<file path="config.mk">
export PLATFORM = sky130hd
export DESIGN_NAME = cache_ctrl
export DESIGN_NICKNAME = d
export VERILOG_FILES = /design/src/rtl/cache_ctrl.sv
export SDC_FILE = /design/constraint.sdc
export NUM_CORES = 1
export LEC_CHECK = 0
export CORE_AREA = 5 5 175 177
export CTS_BUF_LIST = sky130_fd_sc_hd__clkbuf_8
export DETAILED_ROUTE_END_ITERATION = 7
export DIE_AREA = 0 0 180 182
export PLACE_DENSITY = 0.84
export SYNTH_ARGS = -nofsm -noshare
export SYNTH_HDL_FRONTEND = slang
export SYNTH_SLANG_ARGS = --single-unit
</file>
<file path="constraint.sdc">
create_clock -name clk -period 2.5 [get_ports clk]
set_input_delay 0.75 -clock clk [delete_from_list [all_inputs] [get_ports clk]]
set_output_delay 0.75 -clock clk [all_outputs]
set_load 0.005 [all_outputs]
</file>
<file path="src/rtl/cache_ctrl.sv">
// cache_ctrl: controller for a direct-mapped, 64-line, 64-bit-line data cache.
// Serves CPU word reads/writes, writes dirty victims back to memory and fills
// misses from the other core's cache (snoop) or from memory.
module cache_ctrl #(
  parameter int unsigned HIT_CNT_W = 16
) (
  input  logic                 clk,
  input  logic                 rst_n,
  input  logic [15:0]          cpu_addr,
  input  logic                 cpu_re,
  input  logic                 cpu_we,
  input  logic [15:0]          cpu_wdata,
  output logic [15:0]          cpu_rdata,
  output logic                 cpu_done,
  output logic                 cpu_stall,
  output logic [10:0]          c_addr,
  output logic                 c_re,
  output logic                 c_we,
  output logic [63:0]          c_wr_data,
  output logic                 c_wdirty,
  input  logic                 c_hit,
  input  logic                 c_dirty,
  input  logic [63:0]          c_rd_data,
  input  logic [4:0]           c_tag,
  output logic                 snp_req,
  output logic [10:0]          snp_addr,
  input  logic                 snp_found,
  input  logic [63:0]          snp_line,
  output logic [10:0]          mem_addr,
  output logic                 mem_re,
  output logic                 mem_we,
  output logic [63:0]          mem_wdata,
  input  logic [63:0]          mem_rdata,
  input  logic                 mem_rdy,
  output logic [HIT_CNT_W-1:0] hit_cnt,
  output logic [HIT_CNT_W-1:0] miss_cnt
);

  typedef enum logic [2:0] {
    IDLE,
    LOOKUP,
    WRITE,
    EVICT,
    SNOOP,
    FILL,
    INSTALL
  } state_t;

  state_t state;
  state_t state_nxt;

  // Latched request
  logic [10:0] req_line;
  logic [1:0]  req_off;
  logic        req_we;
  logic [15:0] req_wdata;

  // Working line: merged write line, then victim line, then fill line
  logic [63:0] line_buf;
  logic [4:0]  vic_tag;
  logic        from_snp;

  // Address bits above the line address are not decoded
  logic unused_addr;
  assign unused_addr = &{1'b0, cpu_addr[15:13]};

  function automatic logic [15:0] get_word(input logic [63:0] line,
                                           input logic [1:0]  off);
    logic [15:0] w;
    case (off)
      2'd0:    w = line[15:0];
      2'd1:    w = line[31:16];
      2'd2:    w = line[47:32];
      default: w = line[63:48];
    endcase
    return w;
  endfunction

  function automatic logic [63:0] put_word(input logic [63:0] line,
                                           input logic [1:0]  off,
                                           input logic [15:0] w);
    logic [63:0] r;
    r = line;
    case (off)
      2'd0:    r[15:0]  = w;
      2'd1:    r[31:16] = w;
      2'd2:    r[47:32] = w;
      default: r[63:48] = w;
    endcase
    return r;
  endfunction

  // State register
  always_ff @(posedge clk or negedge rst_n) begin
    if (!rst_n) begin
      state <= IDLE;
    end else begin
      state <= state_nxt;
    end
  end

  // Next-state decode and array/snoop/memory pin drive
  always_comb begin
    state_nxt = state;
    cpu_stall = 1'b0;
    c_addr    = '0;
    c_re      = 1'b0;
    c_we      = 1'b0;
    c_wr_data = '0;
    c_wdirty  = 1'b0;
    snp_req   = 1'b0;
    snp_addr  = '0;
    mem_addr  = '0;
    mem_re    = 1'b0;
    mem_we    = 1'b0;
    mem_wdata = '0;

    if (state != IDLE) begin
      cpu_stall = 1'b1;
    end

    unique case (state)
      IDLE: begin
        if (cpu_re || cpu_we) begin
          state_nxt = LOOKUP;
        end
      end
      LOOKUP: begin
        c_re   = 1'b1;
        c_addr = req_line;
        if (c_hit) begin
          state_nxt = req_we ? WRITE : IDLE;
        end else if (c_dirty) begin
          state_nxt = EVICT;
        end else begin
          state_nxt = SNOOP;
        end
      end
      WRITE: begin
        c_we      = 1'b1;
        c_addr    = req_line;
        c_wr_data = line_buf;
        c_wdirty  = 1'b1;
        state_nxt = IDLE;
      end
      EVICT: begin
        mem_we    = 1'b1;
        mem_addr  = {vic_tag, req_line[5:0]};
        mem_wdata = line_buf;
        if (mem_rdy) begin
          state_nxt = SNOOP;
        end
      end
      SNOOP: begin
        snp_req   = 1'b1;
        snp_addr  = req_line;
        state_nxt = snp_found ? INSTALL : FILL;
      end
      FILL: begin
        mem_re   = 1'b1;
        mem_addr = req_line;
        if (mem_rdy) begin
          state_nxt = INSTALL;
        end
      end
      INSTALL: begin
        c_we      = 1'b1;
        c_addr    = req_line;
        c_wr_data = req_we ? put_word(line_buf, req_off, req_wdata) : line_buf;
        c_wdirty  = req_we | from_snp;
        state_nxt = IDLE;
      end
      default: begin
        state_nxt = IDLE;
      end
    endcase
  end

  // Request latch, line buffer, CPU response and statistics counters
  always_ff @(posedge clk or negedge rst_n) begin
    if (!rst_n) begin
      req_line  <= '0;
      req_off   <= '0;
      req_we    <= 1'b0;
      req_wdata <= '0;
      line_buf  <= '0;
      vic_tag   <= '0;
      from_snp  <= 1'b0;
      cpu_rdata <= '0;
      cpu_done  <= 1'b0;
      hit_cnt   <= '0;
      miss_cnt  <= '0;
    end else begin
      cpu_done <= 1'b0;
      unique case (state)
        IDLE: begin
          if (cpu_re || cpu_we) begin
            req_line  <= cpu_addr[12:2];
            req_off   <= cpu_addr[1:0];
            req_we    <= cpu_we;
            req_wdata <= cpu_wdata;
            from_snp  <= 1'b0;
          end
        end
        LOOKUP: begin
          if (c_hit) begin
            if (hit_cnt != '1) begin
              hit_cnt <= hit_cnt + HIT_CNT_W'(1);
            end
            if (req_we) begin
              line_buf <= put_word(c_rd_data, req_off, req_wdata);
            end else begin
              cpu_rdata <= get_word(c_rd_data, req_off);
              cpu_done  <= 1'b1;
            end
          end else begin
            if (miss_cnt != '1) begin
              miss_cnt <= miss_cnt + HIT_CNT_W'(1);
            end
            if (c_dirty) begin
              line_buf <= c_rd_data;
              vic_tag  <= c_tag;
            end
          end
        end
        WRITE: begin
          cpu_done <= 1'b1;
        end
        EVICT: begin
        end
        SNOOP: begin
          if (snp_found) begin
            line_buf <= snp_line;
            from_snp <= 1'b1;
          end
        end
        FILL: begin
          if (mem_rdy) begin
            line_buf <= mem_rdata;
          end
        end
        INSTALL: begin
          cpu_done <= 1'b1;
          if (!req_we) begin
            cpu_rdata <= get_word(line_buf, req_off);
          end
        end
        default: begin
        end
      endcase
    end
  end

endmodule

</file>
==> metrics.md, run 1 <==
| Metric | Value |
|---|---|
| Post-Syn Area | 10700 um^2 |
| Final Skew | 0.0319 ns |
| Pre-CTS setup slack | -0.373 ns |
| Register area share after synthesis | 0.357 |
| Most instantiated library cell after synthesis | nand2_1 |
| # setup viols final | about 190 |
| CP Capture Type | primary output |
| First-pass GRT wire length | 79200 um |
| Vias in the first global route | 12000 |
| Reg2reg setup slack | -0.01 ns |
| Critical Path Fanout Max | 5 |
| Clock Tree Root | clkbuf_8 |
| Port Buffers | 450 |
| Syn Nets | 1447 |
| Worst path required time | 1.75 ns |
| Max Used Layer | met5 |
| H-Tree Depth | 4 |
| Static leakage | 0.00813 uW |
| Initial antenna violation count | 8 |
| Synth area leader | dfrtp_1 |
| Met2 WL post-DR | 26900 um |
| Layout cells sized above 1 | 0.427 |
| DR pass1 iterations | 5 |
| Full die area | between 30000 and 40000 um^2 |
| FMAX | 0.340 GHz |
| CTS hold repair buffers | 0 |
| TritonCTS clock tree | done |
| #FFs+latches synth | 152 |
| Max-Cap Viols | 0 |
| Endpoints failing hold | 0 |
| Worst R2R End | miss_cnt[11] |
| Slew margin rel. | 0.588 |
| Synth top area share | 0.357 |
| CP startpoint kind | flop |
| Clock transition at path regs | 0.10 ns |
| Core Area | 29100 um^2 |
| GP Congestion | 0.975 |
| Final min period | about 2.9 ns |
| Outcome | finished with violations |
| DRT iter0 DRCs | 1500 |
| Failing checks | setup timing |
| Grt ovf | 0 |
| DR DRC count | 0 |
| Finished Core Util | 0.635 |
| Antenna-violating nets left | 0 |
| Post-synth EDFFs | 0 |
| Critical path class | flop to primary output |
| M1 wire length | 22400 um |
| Max clock buf depth | 2 |
| Initial Util | 0.366 |
| Peak VDD IR | 817 uV |
| Worst-case reg-to-reg path depth | 8 |
| Synth cell types | 49 |
| Finished Layout Cells | 2172 |
| Routed via count | 12700 |
| Top FF cell, synth | dfrtp_1 |
| Mapped Cells | around 1200 |
| Ys Warns | 0 |
| IO Pins | 454 |
| Final HPWL DP | ~40000 um |
| Critical path startpoint | state[2] |
| Wire per inst | between 20 and 30 um |
| Worst-skew pair later-pin latency | 0.48 ns |
| Mapped Avg Cell Area | 8.82 um^2 |
| CP endpoint | c_addr[9] |
| RSZ-0062 raised after global routing | true |
| Fin crit share | 1.18 |
| Synth top area cells | dfrtp_1, mux2_2, nand2_1, and2_1, mux4_2 |
| Fin nets | 2006 |
| Critical path arrival | about 2.2 ns |
| Die Ht | 182 um |
| Die X | 180 um |
| Final slew viol count | 0 |
| Area Overhead vs Synth | 73.5% |
| Most frequent cells after synthesis | nand2_1, dfrtp_1, and2_1, mux2_2, clkbuf_1 |
| Total design power | 20500 uW |
| Site row count | 63 |
| DP Cell Count | 2017 |
| Total routed wirelength | 58300 um |
| Clk sinks | approximately 150 |
| Final setup margin | -0.439 ns |
| Power per standard cell area | about 1100 nW/um^2 |
| Metal3 WL | about 6700 um |
| CTS buffer count | 17 |
| Mean number of vias per cell | 5.87 |
| Slew at the pin with the worst max-slew slack | between 0.6 and 0.7 ns |
| FF-to-FF Start | state[2] |
| Worst hold path type | primary input to asynchronous set/reset pin |
| Largest net degree at the start of global routing | 80 |
| GRT Total Usage | 0.319 |
| Share of flip-flops with an asynchronous set or reset | 1.00 |
-- cell usage in the layout, fill, tap and decap left out, types with 4 or more instances in the layout --
| master | instances |
|---|---|
| a211oi_1 | 64 |
| a21oi_1 | 25 |
| a21oi_2 | 51 |
| a22o_1 | 11 |
| a31oi_1 | 64 |
| and2_1 | 71 |
| and2_4 | 74 |
| buf_12 | 27 |
| buf_16 | 4 |
| buf_2 | 80 |
| buf_4 | 78 |
| buf_6 | 156 |
| buf_8 | 11 |
| clkbuf_2 | 9 |
| clkbuf_8 | 18 |
| clkdlybuf4s50_1 | 281 |
| dfrtp_1 | 146 |
| dfrtp_2 | 6 |
| dlymetal6s2s_1 | 4 |
| inv_1 | 5 |
| mux2_2 | 99 |
| mux2i_1 | 17 |
| mux4_2 | 32 |
| nand2_1 | 195 |
| nand2_2 | 40 |
| nand2_4 | 24 |
| nand3_1 | 10 |
| nand3b_1 | 5 |
| nand4_1 | 13 |
| nor2_1 | 24 |
| nor2_4 | 5 |
| nor2b_1 | 10 |
| nor3_1 | 8 |
| nor3b_1 | 4 |
| nor4_1 | 7 |
| o21ai_0 | 5 |
| xnor2_1 | 9 |
| xor2_1 | 21 |
-- through the flow --
step | hold WS (ns) | setup TNS [ns] | area, um^2
2_1_floorplan | 0.454 | 0 | 10700
3_3_place_gp | 0.483 | -34.68 | 16100
3_5_place_dp | 0.491 | -39.84 | 16100
4_1_cts | 0.148 | -52.04 | 17100
5_1_grt | 0.145 | -50.29 | 18500
6_report | 0.147 | -42.35 | 18500
-- kinds of logic (layout without fill, tap and decap cells) --
family	Yosys count	count (layout)	share of synthesized area
AO/OA/AOI/OAI	229	229	0.136
multiplexers	149	149	0.189
adder cells (fa/ha/maj)	2	2	0.00235
buffers and inverters	121	691	0.0465
XOR/XNOR	30	30	0.0247
flip-flops	152	152	0.357
AND/OR/NAND/NOR	525	526	0.244
other	0	3	0
-- metal layers --
layer  global-route usage  up-vias
met2                0.482      903
met4                0.103        8
li1                     -     5386
met3               0.0946      172
met1                0.441     6280
met5                    0        -
-- power breakdown --
part | internal [uW] | switching (uW)
clock network | 1030 | 1130
logic | 6830 | 5940
registers | 3550 | 2070
-- worst max-delay path: stages (launching register included) --
cell and delay (ns):
dfrtp_2 0.48, buf_6 0.14, buf_8 0.13, nor3_4 0.21, buf_6 0.15, nor2_4 0.04, buf_6 0.11, buf_6 0.12
buf_6 0.11, nor2b_1 0.10, buf_2 0.13
-- flip-flops by register name, indices dropped and copies added, names as in the netlist, 3 cells and up --
register	count
line_buf	64
req_wdata	16
miss_cnt	16
cpu_rdata	16
state	3
req_line	11
hit_cnt	16
vic_tag	5
-- repair_timing --
action	CTS	global route
gates cloned	8	6
endpoints found under the setup margin	168	213
pin swaps	15	70
gates resized for setup	527	534
setup buffers	51	73
-- final cells by class --
class	instances	area (um^2)
clock buffer	18	248
multi-input combinational	936	7190
antenna	3	7.51
sequential	152	3810
clock inverter	13	170
timing repair buffer	652	6520
fill	2289	10600
tap	390	488
inverter	8	48.8
-- worst min-delay path by stage --
| stage | slack (ns) | depth (start not counted) | to | startpoint |
|---|---|---|---|---|
| 3_3_place_gp | 0.48 | 1 | miss_cnt[15] | miss_cnt[15] |
| 5_1_grt | 0.14 | 1 | hit_cnt[13] | rst_n |
| 3_5_place_dp | 0.49 | 1 | hit_cnt[14] | hit_cnt[14] |
| 4_1_cts | 0.15 | 1 | hit_cnt[14] | rst_n |
| 6_report | 0.15 | 1 | hit_cnt[13] | rst_n |
| 2_1_floorplan | 0.45 | 0 | cpu_done | rst_n |
Power figures use the tool's default switching activity.
==> run 2: changes to the inputs <==
PLACE_DENSITY = unset   (was 0.84)
PLACE_DENSITY_LB_ADDON = 0.08   (was unset)
==> run 2 against run 1 <==
Effect of this change: largest cell class unchanged; critical path type unchanged; the run still ends with setup timing left; sequential share of layout area is 0.28 points higher; count of clock-buffer cells in the layout fell by 1; worst hold slack better by 0.055 ns; final area fell by 1.4%; flip-flop and latch count unchanged; largest power group unchanged; non-clock buffer count fell by 8.
==> metrics.md, run 2 (synthesis results as in run 1) <==
| Metric | Value |
|---|---|
| Number of flip-flops in the largest register | 64 (unchanged) |
| Clk sinks | 152 (unchanged) |
| Worst hold path type | primary input to asynchronous set/reset pin |
| Max clock buf depth | 2 (unchanged) |
| Peak VDD IR | 708 uV (-13%) |
| CTS hold repair buffers | 0 (unchanged) |
| Hold_ws | 0.202 ns (+0.0546 ns) |
| Final Skew | 0.0253 ns (-0.00661 ns) |
| Routed via count | 12000 (-5.8%) |
| FMAX | 0.346 GHz (+1.8%) |
| DR DRC count | 0 (unchanged) |
| Final slew viol count | 0 (unchanged) |
| DR pass1 iterations | 6 (+1) |
| Slew margin rel. | 0.565 (-0.0224) |
| Final min period | 2.89 ns (-0.0512 ns) |
| First-pass GRT wire length | 76300 um (-3.7%) |
| Layout cells sized above 1 | 0.407 (-0.0201) |
| Max-Cap Viols | 0 (unchanged) |
| Critical Path Fanout Max | 7 (+2) |
| Crit path max-delay family | buffers and inverters |
| Multi-input gate area | 7050 um^2 (-2.1%) |
| Top cell by count, worst path | buf_6 |
| TritonCTS clock tree | done |
| GP Congestion | 0.925 (-5.1%) |
| Mean number of vias per cell | 5.53 (-5.7%) |
| Most frequent cells in the layout | clkdlybuf4s50_1, nand2_1, buf_6, dfrtp_1, mux2_2 |
| Grt ovf | 0 (unchanged) |
| Worst-skew pair later-pin latency | 0.48 ns (about the same) |
| Site row count | 63 (unchanged) |
| Critical path arrival | 2.14 ns (-0.05 ns) |
| Critical path class | flop to primary output |
| Storage cell area | 3810 um^2 (about the same) |
| Total routed wirelength | 53700 um (-7.9%) |
| Worst-case reg-to-reg path depth | 7 (-1) |
| Number of cells on the critical path | 9 (-1) |
| Cell Chain, Critical Path | buf_6 > nand2_8 > buf_6 > nor3_4 > buf_6 > clkbuf_16 > nand2_1 > a21oi_1 > clkdlybuf4s15_1 |
| Port Buffers | 450 (unchanged) |
| Failing checks | setup timing |
| Pre-CTS setup slack | -0.369 ns (+0.00431 ns) |
| Commonest non-fill, non-tap cell in the layout | clkdlybuf4s50_1 |
| DRT iter0 DRCs | 1089 (-27%) |
| Worst Path Buf+Inv | 5 (-2) |
| CP max stage cell | dfrtp_1 |
| Top reg by flops | line_buf |
| Full die area | 32800 um^2 (unchanged) |
| GRT Total Usage | 0.306 (-0.0127) |
| Static leakage | 0.00793 uW (-2.4%) |
| CTS buffer count | 17 (unchanged) |
| Endpoints failing hold | 0 (unchanged) |
| Core Area | 29100 um^2 (unchanged) |
| Initial antenna violation count | 6 (-2) |
| Clock Tree Root | clkbuf_8 |
| Fillers | 2466 (+7.7%) |
| Wire per inst | 24.8 um (-7.8%) |
| RSZ-0062 raised after global routing | true |
| Antenna-violating nets left | 0 (unchanged) |
| Die X | 180 um (unchanged) |
| Total design power | 19900 uW (-3.1%) |
| Fin crit share | 1.15 (-0.0205) |
| Final HPWL DP | 38300 um (-4.3%) |
| Final setup margin | -0.387 ns (+0.0512 ns) |
| # setup viols final | 165 (-11%) |
| Worst path required time | 1.75 ns (about the same) |
| Outcome | finished with violations |
| Slew at the pin with the worst max-slew slack | 0.652 ns (+0.0336 ns) |
| Area Overhead vs Synth | 71.1% |
| Finished Core Util | 0.627 (-0.00886) |
| Die Ht | 182 um (unchanged) |
| CP Capture Type | primary output |
| Crit path largest cell delay | 0.47 ns (about the same) |
| CP startpoint kind | flop |
| Clock transition at path regs | 0.12 ns (+0.02 ns) |
| Initial Util | 0.366 (unchanged) |
| H-Tree Depth | 4 (unchanged) |
| Power per standard cell area | 1090 nW/um^2 (-1.7%) |
| Largest net degree at the start of global routing | 129 (+61%) |
| IO Pins | 454 (unchanged) |
| Fin nets | 1998 (-0.40%) |
| Vias in the first global route | 11400 (-5.5%) |
## run 2: cell count changes in the layout (fill, tap and decap cells not counted), sizes merged
cell,before,now
clkinvlp,2,4
dlymetal6s2s,4,1
buf,356,352
bufbuf,0,1
diode,3,8
clkdlybuf4s15,0,2
dlygate4sd2,0,1
clkbuf,29,23
clkinv,5,4
inv,11,14
bufinv,3,0
## run 2: through the flow
stage                     TNS [ns]  instances  cell area, um^2
after floorplan                  0       1208            10700
after global placement      -35.72       2020            16200
after detailed placement    -39.91       2020            16200
after CTS                   -42.45       2125            17500
after global routing        -49.82       2168            18200
final                       -41.77       2169            18200
## run 2: layout make-up
| type | count | share of cell area |
|---|---|---|
| timing repair buffer | 644 | 0.355 |
| clock buffer | 17 | 0.0128 |
| clock inverter | 14 | 0.00632 |
| sequential | 152 | 0.209 |
| tap | 390 | 0.0268 |
| antenna | 8 | 0.00110 |
| inverter | 8 | 0.00261 |
| multi-input combinational | 936 | 0.387 |
## run 2: routing by layer
metal	part of all wire	vias to the layer above	routed length, um	GRT usage
li1	-	5392	-	-
met3	0.10	95	5420	0.0881
met2	0.45	660	24300	0.460
met1	0.42	5857	22600	0.433
met5	0	-	0	0
met4	0.026	0	1390	0.0835
## run 2: worst paths after layout
kind                                  start       endpoint  slack [ns]
worst max register to register     state[2]   miss_cnt[15]        0.08
worst max-delay path               state[2]  c_wr_data[10]       -0.39
worst min-delay path                  rst_n    req_line[5]        0.20
max in group asynchronous             rst_n   line_buf[47]        1.64
worst min register to register  hit_cnt[14]    hit_cnt[14]        0.51
min in group clk                hit_cnt[14]    hit_cnt[14]        0.51
## run 2: what timing repair did
action / CTS / global route
gates cloned: 11 / 2
pin swaps: 16 / 53
endpoints found under the setup margin: 229 / 226
resized for setup: 684 / 388
buffers inserted: 65 / 53
## run 2: report_power, final
part	switching, uW	leakage, uW	total, uW	internal, uW
clock network	1190	0.000170	1900	710
logic	5670	0.00595	12600	6880
registers	1910	0.00181	5460	3560
